[src/rtl/dms_pkg.sv]
// Shared types and elaboration helpers for the group-divisor search engine.
package dms_pkg;

  typedef enum logic [2:0] {
    IDLE,
    RD,
    CAP,
    INIT,
    CHK,
    EMIT
  } state_t;

  function automatic int clog2(input int v);
    int r;
    r = 0;
    while ((64'd1 << r) < 64'(v)) r++;
    return r;
  endfunction

  // Index width; never zero so single-entry ranges still get a 1-bit register.
  function automatic int idx_w(input int n);
    return (n <= 1) ? 1 : clog2(n);
  endfunction

  // Match counter must hold the value GROUP_SIZE itself.
  function automatic int cnt_w(input int group_size);
    return clog2(group_size + 1);
  endfunction

  function automatic bit params_ok(input int group_size, input int threshold,
                                   input int groups, input int a_width,
                                   input int r_width, input int val_start,
                                   input int val_limit);
    return (group_size >= 1) && (threshold >= 1) && (threshold <= group_size) &&
           (groups >= 1) &&
           (64'(groups) * 64'(group_size) <= (64'd1 << a_width)) &&
           (val_start >= 1) && (val_start <= val_limit) &&
           (64'(val_limit) < (64'd1 << r_width));
  endfunction

endpackage

[src/rtl/dms_operand_buffer.sv]
// Local copy of one group's operands: one write port, one combinational read port.
module dms_operand_buffer #(
  parameter int GROUP_SIZE = 4,
  parameter int D_WIDTH    = 8,
  parameter int IW         = 2
) (
  input  logic               Clk,
  input  logic               we,
  input  logic [IW-1:0]      widx,
  input  logic [D_WIDTH-1:0] wdata,
  input  logic [IW-1:0]      ridx,
  output logic [D_WIDTH-1:0] rdata
);

  logic [D_WIDTH-1:0] mem [GROUP_SIZE];

  // NOTE: the bank has no reset; every entry is rewritten before the search reads it.
  always_ff @(posedge Clk) begin
    if (we) mem[widx] <= wdata;
  end

  assign rdata = mem[ridx];

endmodule

[src/rtl/divisor_match_search.sv]
// Per group, finds the smallest candidate that at least THRESHOLD buffered operands divide.
module divisor_match_search
  import dms_pkg::*;
#(
  parameter int D_WIDTH    = 8,
  parameter int A_WIDTH    = 8,
  parameter int R_WIDTH    = 20,
  parameter int GROUP_SIZE = 4,
  parameter int THRESHOLD  = 3,
  parameter int GROUPS     = 64,
  parameter int VAL_START  = 1,
  parameter int VAL_LIMIT  = 970200
) (
  input  logic               Clk,
  input  logic               Rst,
  input  logic               Go,
  input  logic [D_WIDTH-1:0] Data,
  output logic [A_WIDTH-1:0] Addr,
  output logic               En,
  output logic               Rw,
  output logic               Busy,
  output logic               Done,
  output logic               Found,
  output logic [R_WIDTH-1:0] Result
);

  localparam int JW = idx_w(GROUP_SIZE);
  localparam int GW = idx_w(GROUPS);
  localparam int CW = cnt_w(GROUP_SIZE);

  if (!params_ok(GROUP_SIZE, THRESHOLD, GROUPS, A_WIDTH, R_WIDTH, VAL_START, VAL_LIMIT))
  begin : g_bad_params
    $error("divisor_match_search: illegal parameter combination");
  end

  state_t             state, state_n;
  logic [GW-1:0]      g, g_n;
  logic [JW-1:0]      j, j_n;
  logic [CW-1:0]      cnt, cnt_n;
  logic [R_WIDTH-1:0] val, val_n;
  logic               found_q, found_n;
  logic [R_WIDTH-1:0] result_q, result_n;
  logic               buf_we;

  logic [D_WIDTH-1:0] opnd;
  logic [D_WIDTH-1:0] divisor;
  logic [R_WIDTH-1:0] remainder;
  logic               hit;
  logic [CW-1:0]      c_next;
  logic               cand_pass;
  logic               cand_fail;
  logic               last_j;
  logic               last_g;

  dms_operand_buffer #(
    .GROUP_SIZE(GROUP_SIZE),
    .D_WIDTH   (D_WIDTH),
    .IW        (JW)
  ) u_buf (
    .Clk  (Clk),
    .we   (buf_we),
    .widx (j),
    .wdata(Data),
    .ridx (j),
    .rdata(opnd)
  );

  // A zero operand is swapped for 1 so the divider never sees zero; hit masks it out.
  assign divisor   = (opnd == '0) ? D_WIDTH'(1) : opnd;
  assign remainder = val % R_WIDTH'(divisor);
  assign hit       = (opnd != '0) && (remainder == '0);
  assign c_next    = cnt + CW'(hit);

  // Fail as soon as the remaining operands can no longer reach the threshold.
  assign cand_pass = int'(c_next) >= THRESHOLD;
  assign cand_fail = (int'(c_next) + (GROUP_SIZE - 1 - int'(j))) < THRESHOLD;
  assign last_j    = (j == JW'(GROUP_SIZE - 1));
  assign last_g    = (g == GW'(GROUPS - 1));

  always_ff @(posedge Clk) begin
    // NOTE: state registers use non-blocking assignments so every flop samples pre-edge values.
    if (Rst) begin
      state    <= IDLE;
      g        <= '0;
      j        <= '0;
      cnt      <= '0;
      val      <= '0;
      found_q  <= 1'b0;
      result_q <= '0;
    end else begin
      state    <= state_n;
      g        <= g_n;
      j        <= j_n;
      cnt      <= cnt_n;
      val      <= val_n;
      found_q  <= found_n;
      result_q <= result_n;
    end
  end

  always_comb begin
    // NOTE: every output of this block gets a default first, so no path can infer a latch.
    state_n  = state;
    g_n      = g;
    j_n      = j;
    cnt_n    = cnt;
    val_n    = val;
    found_n  = found_q;
    result_n = result_q;
    buf_we   = 1'b0;

    case (state)
      IDLE: begin
        g_n = '0;
        j_n = '0;
        if (Go) state_n = RD;
      end
      RD: state_n = CAP;
      CAP: begin
        buf_we = 1'b1;
        if (last_j) begin
          j_n     = '0;
          state_n = INIT;
        end else begin
          j_n     = j + JW'(1);
          state_n = RD;
        end
      end
      INIT: begin
        val_n   = R_WIDTH'(VAL_START);
        j_n     = '0;
        cnt_n   = '0;
        state_n = CHK;
      end
      CHK: begin
        if (cand_pass) begin
          found_n  = 1'b1;
          result_n = val;
          state_n  = EMIT;
        end else if (cand_fail) begin
          if (val == R_WIDTH'(VAL_LIMIT)) begin
            found_n  = 1'b0;
            result_n = R_WIDTH'(VAL_LIMIT);
            state_n  = EMIT;
          end else begin
            val_n = val + R_WIDTH'(1);
            j_n   = '0;
            cnt_n = '0;
          end
        end else begin
          j_n   = j + JW'(1);
          cnt_n = c_next;
        end
      end
      EMIT: begin
        if (last_g) begin
          state_n = IDLE;
        end else begin
          g_n     = g + GW'(1);
          j_n     = '0;
          state_n = RD;
        end
      end
      default: state_n = IDLE;
    endcase
  end

  assign Addr   = A_WIDTH'(g) * A_WIDTH'(GROUP_SIZE) + A_WIDTH'(j);
  assign En     = (state == RD);
  assign Rw     = 1'b0;
  assign Busy   = (state != IDLE);
  assign Done   = (state == EMIT);
  assign Found  = found_q;
  assign Result = result_q;

endmodule
[config.mk]
export PLATFORM = sky130hd
export DESIGN_NAME = divisor_match_search
export DESIGN_NICKNAME = d
export VERILOG_FILES = /design/src/rtl/dms_pkg.sv /design/src/rtl/dms_operand_buffer.sv /design/src/rtl/divisor_match_search.sv
export SDC_FILE = /design/constraint.sdc
export NUM_CORES = 1
export LEC_CHECK = 0
export CORE_AREA = 2 2 210 212
export DETAILED_ROUTE_END_ITERATION = 6
export DIE_AREA = 0 0 212 214
export PLACE_DENSITY = 0.47
export SYNTH_ARGS = -nofsm -noshare
export SYNTH_HDL_FRONTEND = slang
export SYNTH_HIERARCHICAL = 1
export SYNTH_SLANG_ARGS = --single-unit
[constraint.sdc]
create_clock -name Clk -period 85.5 [get_ports Clk]
set_input_delay 17.1 -clock Clk [delete_from_list [all_inputs] [get_ports Clk]]
set_output_delay 17.1 -clock Clk [all_outputs]
set_load 0.05 [all_outputs]
==> flow_metrics.tcl <==
set metrics [dict create \
    hold_depth 1 \
    finalNonFillerCells 2259 \
    num-fill-cells 4610 \
    cts_tree "done" \
    row_count 76 \
    arrival_ps 55150 \
    ios 44 \
    crit_top_cell "o21a_1" \
    highest_layer "met4" \
    worstPathRequired_ps 85770 \
    maxSlewViolCount 0 \
    cts_made_buffers 9 \
    hp-class "flip-flop to flip-flop" \
    syn_area_per_cell_um2 7.67 \
    drt_wl_total_um 37600 \
    dp.cells 2243 \
    report.final.hold_viol_count 0 \
    antenna_found_initial 0 \
    regToRegEndpoint "val[18]" \
    worstHoldStart "cnt[2]" \
    finalSetupTns_ps 0 \
    crit_type "flip-flop to flip-flop" \
    netlist-cell-type-count 109 \
    synth-seq-cells 87 \
    netlist_instances 1669 \
    timing.critical_path.slowest_cell_delay_ps 1000 \
    nets 1823 \
    crit_slowest_cell "o41ai_2" \
    cts_resized 0 \
    grt_pass1_wl_um 62500 \
    grt_use_total_pct 16.7 \
    setup_viol_count_final 0 \
    htreeDepth 3 \
    worst_pin_slew_ps 1160 \
    syn_area_um2 12800 \
    drt-met1-wl_um 18500 \
    startpoint_type "flip-flop" \
    maxCapViolCount 0 \
    worst_path_dominant_cell_family "compound AO/OA/AOI/OAI gates" \
    period_needed_ps 54880 \
    clock_path_buffers 2 \
    route.met3.wl_um 1390 \
    r2r_start "j[0]" \
    ant_nets 0 \
    holdPathEnd "cnt[2]" \
    async_reset_ff_share_pct 0 \
    drive_above_1_share_pct 8.12 \
    die_area_um2 45400 \
    core-area_um2 42900 \
    r2r_slack_ps 30620 \
    cts_sinks 87 \
    clockRootBuffer "clkbuf_16" \
    worstSkewPairLatency_ps 350 \
    dieWidth_um 212 \
    postCtsSetupRepairBufs 0 \
    wl_per_cell_um 16.6 \
    grt_pass1_vias 11980 \
    dr.pass1.iters 7 \
    worst-path-buf-inv 8 \
    critPathLaunch "j[0]" \
    dr_wl_met2_um 17100 \
    start_util_pct 29.9 \
    viasPerCell 5.50 \
    synth-edff-count 32 \
    seq_area_frac_synth_pct 16.1 \
    worstSetupPathDepth 212 \
    yosys-top-cells-area "ha_1 14%, dfxtp_1 8.6%, edfxtp_1 7.5%" \
    max_slew_margin_pct 21.8 \
    die_h_um 214 \
    hpwlAfterDp_um 29800 \
    synth_fp_nets 1823 \
    drcViolationCount 0 \
    cp_max_fo 20 \
    synth_ff_type "dfxtp_1" \
    regArea_um2 2060 \
    drtIter0Drc 665 \
    vias 12424 \
    rsz0062_at_grt "no" \
    gp_congestion 0.863 \
    multi_input_area_um2 10200 \
    status "completed" \
    max_freq_mhz 18.2 \
    diodes 0 \
    gr-total-overflow 0 \
    endpoint_kind "flip-flop" \
    holdBufCountCts 0 \
    yosys_warnings 6 \
    synth_top_area_share_pct 13.8 \
    fin_skew_ps 5.62 \
    ff2ff_path_depth 212 \
    yosys.area.top_type "ha_1" \
    syn_to_final_growth_pct 9.69 \
    fin_crit_sh_pct 64.2 \
    io_buffers 42 \
    clkSlewWorstSetupHoldPaths_ps 70 \
    grt_max_degree 36 \
]
## stage by stage
stage	area (µm²)	util (%)	setup WS, ps	hold slack, ps
after global placement	13800	32.1	31800	477
after CTS	14000	32.7	30870	491
after global routing	14000	32.7	25450	514
final	14000	32.7	30620	491
after detailed placement	13800	32.1	31080	481
after floorplan	12800	-	39330	467
## layer usage
layer	track usage [%]	vias to the layer above
met5	0	-
met1	22.9	5833
met2	27.5	213
met4	3.22	0
li1	-	6341
met3	2.64	37
## cell usage after synthesis, types with 9 or more instances
cell,n
or2_2,24
a22oi_1,13
o21ai_0,69
nor3b_1,10
or3_1,20
and3_1,21
ha_1,141
xor2_1,35
xnor2_1,46
a21boi_0,13
nand2_1,123
and2_1,13
nand3_1,42
o21ai_1,9
a21o_1,39
nor4_1,10
o211ai_1,27
nand2b_1,20
nor2_1,191
nor3_1,100
o31ai_1,19
o211a_1,9
o21a_1,74
mux2_2,35
a31oi_1,19
edfxtp_1,32
mux2i_1,21
dfxtp_1,55
clkbuf_1,46
a211oi_1,14
nor2b_1,13
nand4_1,35
a21oi_1,102
inv_1,56
## worst register-to-register path: cells and delay by family, from the launching register on
| kind | cells | cell delay [ps] |
|---|---|---|
| AO/OA/AOI/OAI | 117 | 29290 |
| adder cells (fa/ha/maj) | 23 | 7040 |
| buffers and inverters | 8 | 940 |
| flip-flops | 1 | 810 |
| multiplexers | 5 | 1920 |
| AND/OR/NAND/NOR | 59 | 14790 |
## placed cells by master, fill, tap and decap left out, drive strengths merged, types with 9 or more instances in the layout
cell type | Yosys | routed
o31ai | 19 | 19
a21boi | 14 | 14
o211a | 9 | 9
dfxtp | 55 | 55
a22oi | 13 | 13
nand4 | 35 | 35
edfxtp | 32 | 32
xnor2 | 46 | 46
nor3 | 102 | 102
clkbuf | 47 | 9
nand3 | 42 | 42
nand2 | 124 | 124
nor2b | 13 | 13
clkdlybuf4s50 | 0 | 42
a31oi | 19 | 19
buf | 16 | 10
or3 | 20 | 20
mux2i | 21 | 21
a21oi | 105 | 105
nand2b | 20 | 20
a21o | 39 | 39
ha | 141 | 141
and3 | 22 | 22
and2 | 14 | 14
nor2 | 193 | 193
o211ai | 28 | 28
inv | 58 | 61
o21a | 74 | 74
xor2 | 35 | 35
nor4 | 11 | 11
or2 | 27 | 27
a211oi | 14 | 14
nor3b | 10 | 10
o21ai | 80 | 80
mux2 | 37 | 37
## state kept, by name, indices dropped and copies added, names as in the netlist
| signal | flops |
|---|---|
| state | 3 |
| g | 6 |
| j | 2 |
| u_buf/mem | 32 |
| Result | 20 |
| val | 20 |
| cnt | 3 |
| Found | 1 |
## logic make-up after synthesis
group                    synth area share (%)
adder cells (fa/ha/maj)                  14.1
XOR/XNOR                                 5.54
other                                  0.0293
AND/OR/NAND/NOR                          26.1
multiplexers                             6.36
AO/OA/AOI/OAI                            27.8
buffers and inverters                    3.94
flip-flops                               16.1
## worst max path at each step
stage	endpoint	slack [ps]
after floorplan	val[18]	39330
after global placement	val[18]	31800
after detailed placement	val[18]	31080
after CTS	val[18]	30870
after global routing	val[17]	25450
final	val[18]	30620
## layout make-up
cell class,count,share of cell area (%)
repair buffers,52,3.53
inverters,58,1.55
clock buffers,9,1.60
multi-input cells,1461,73.0
clock inverters,7,0.463
well taps,585,5.21
flip-flops and latches,87,14.7
Power is left out: the tool's default activity adds up to more than one toggle a clock period on the data nets, which glitch-free logic cannot reach.
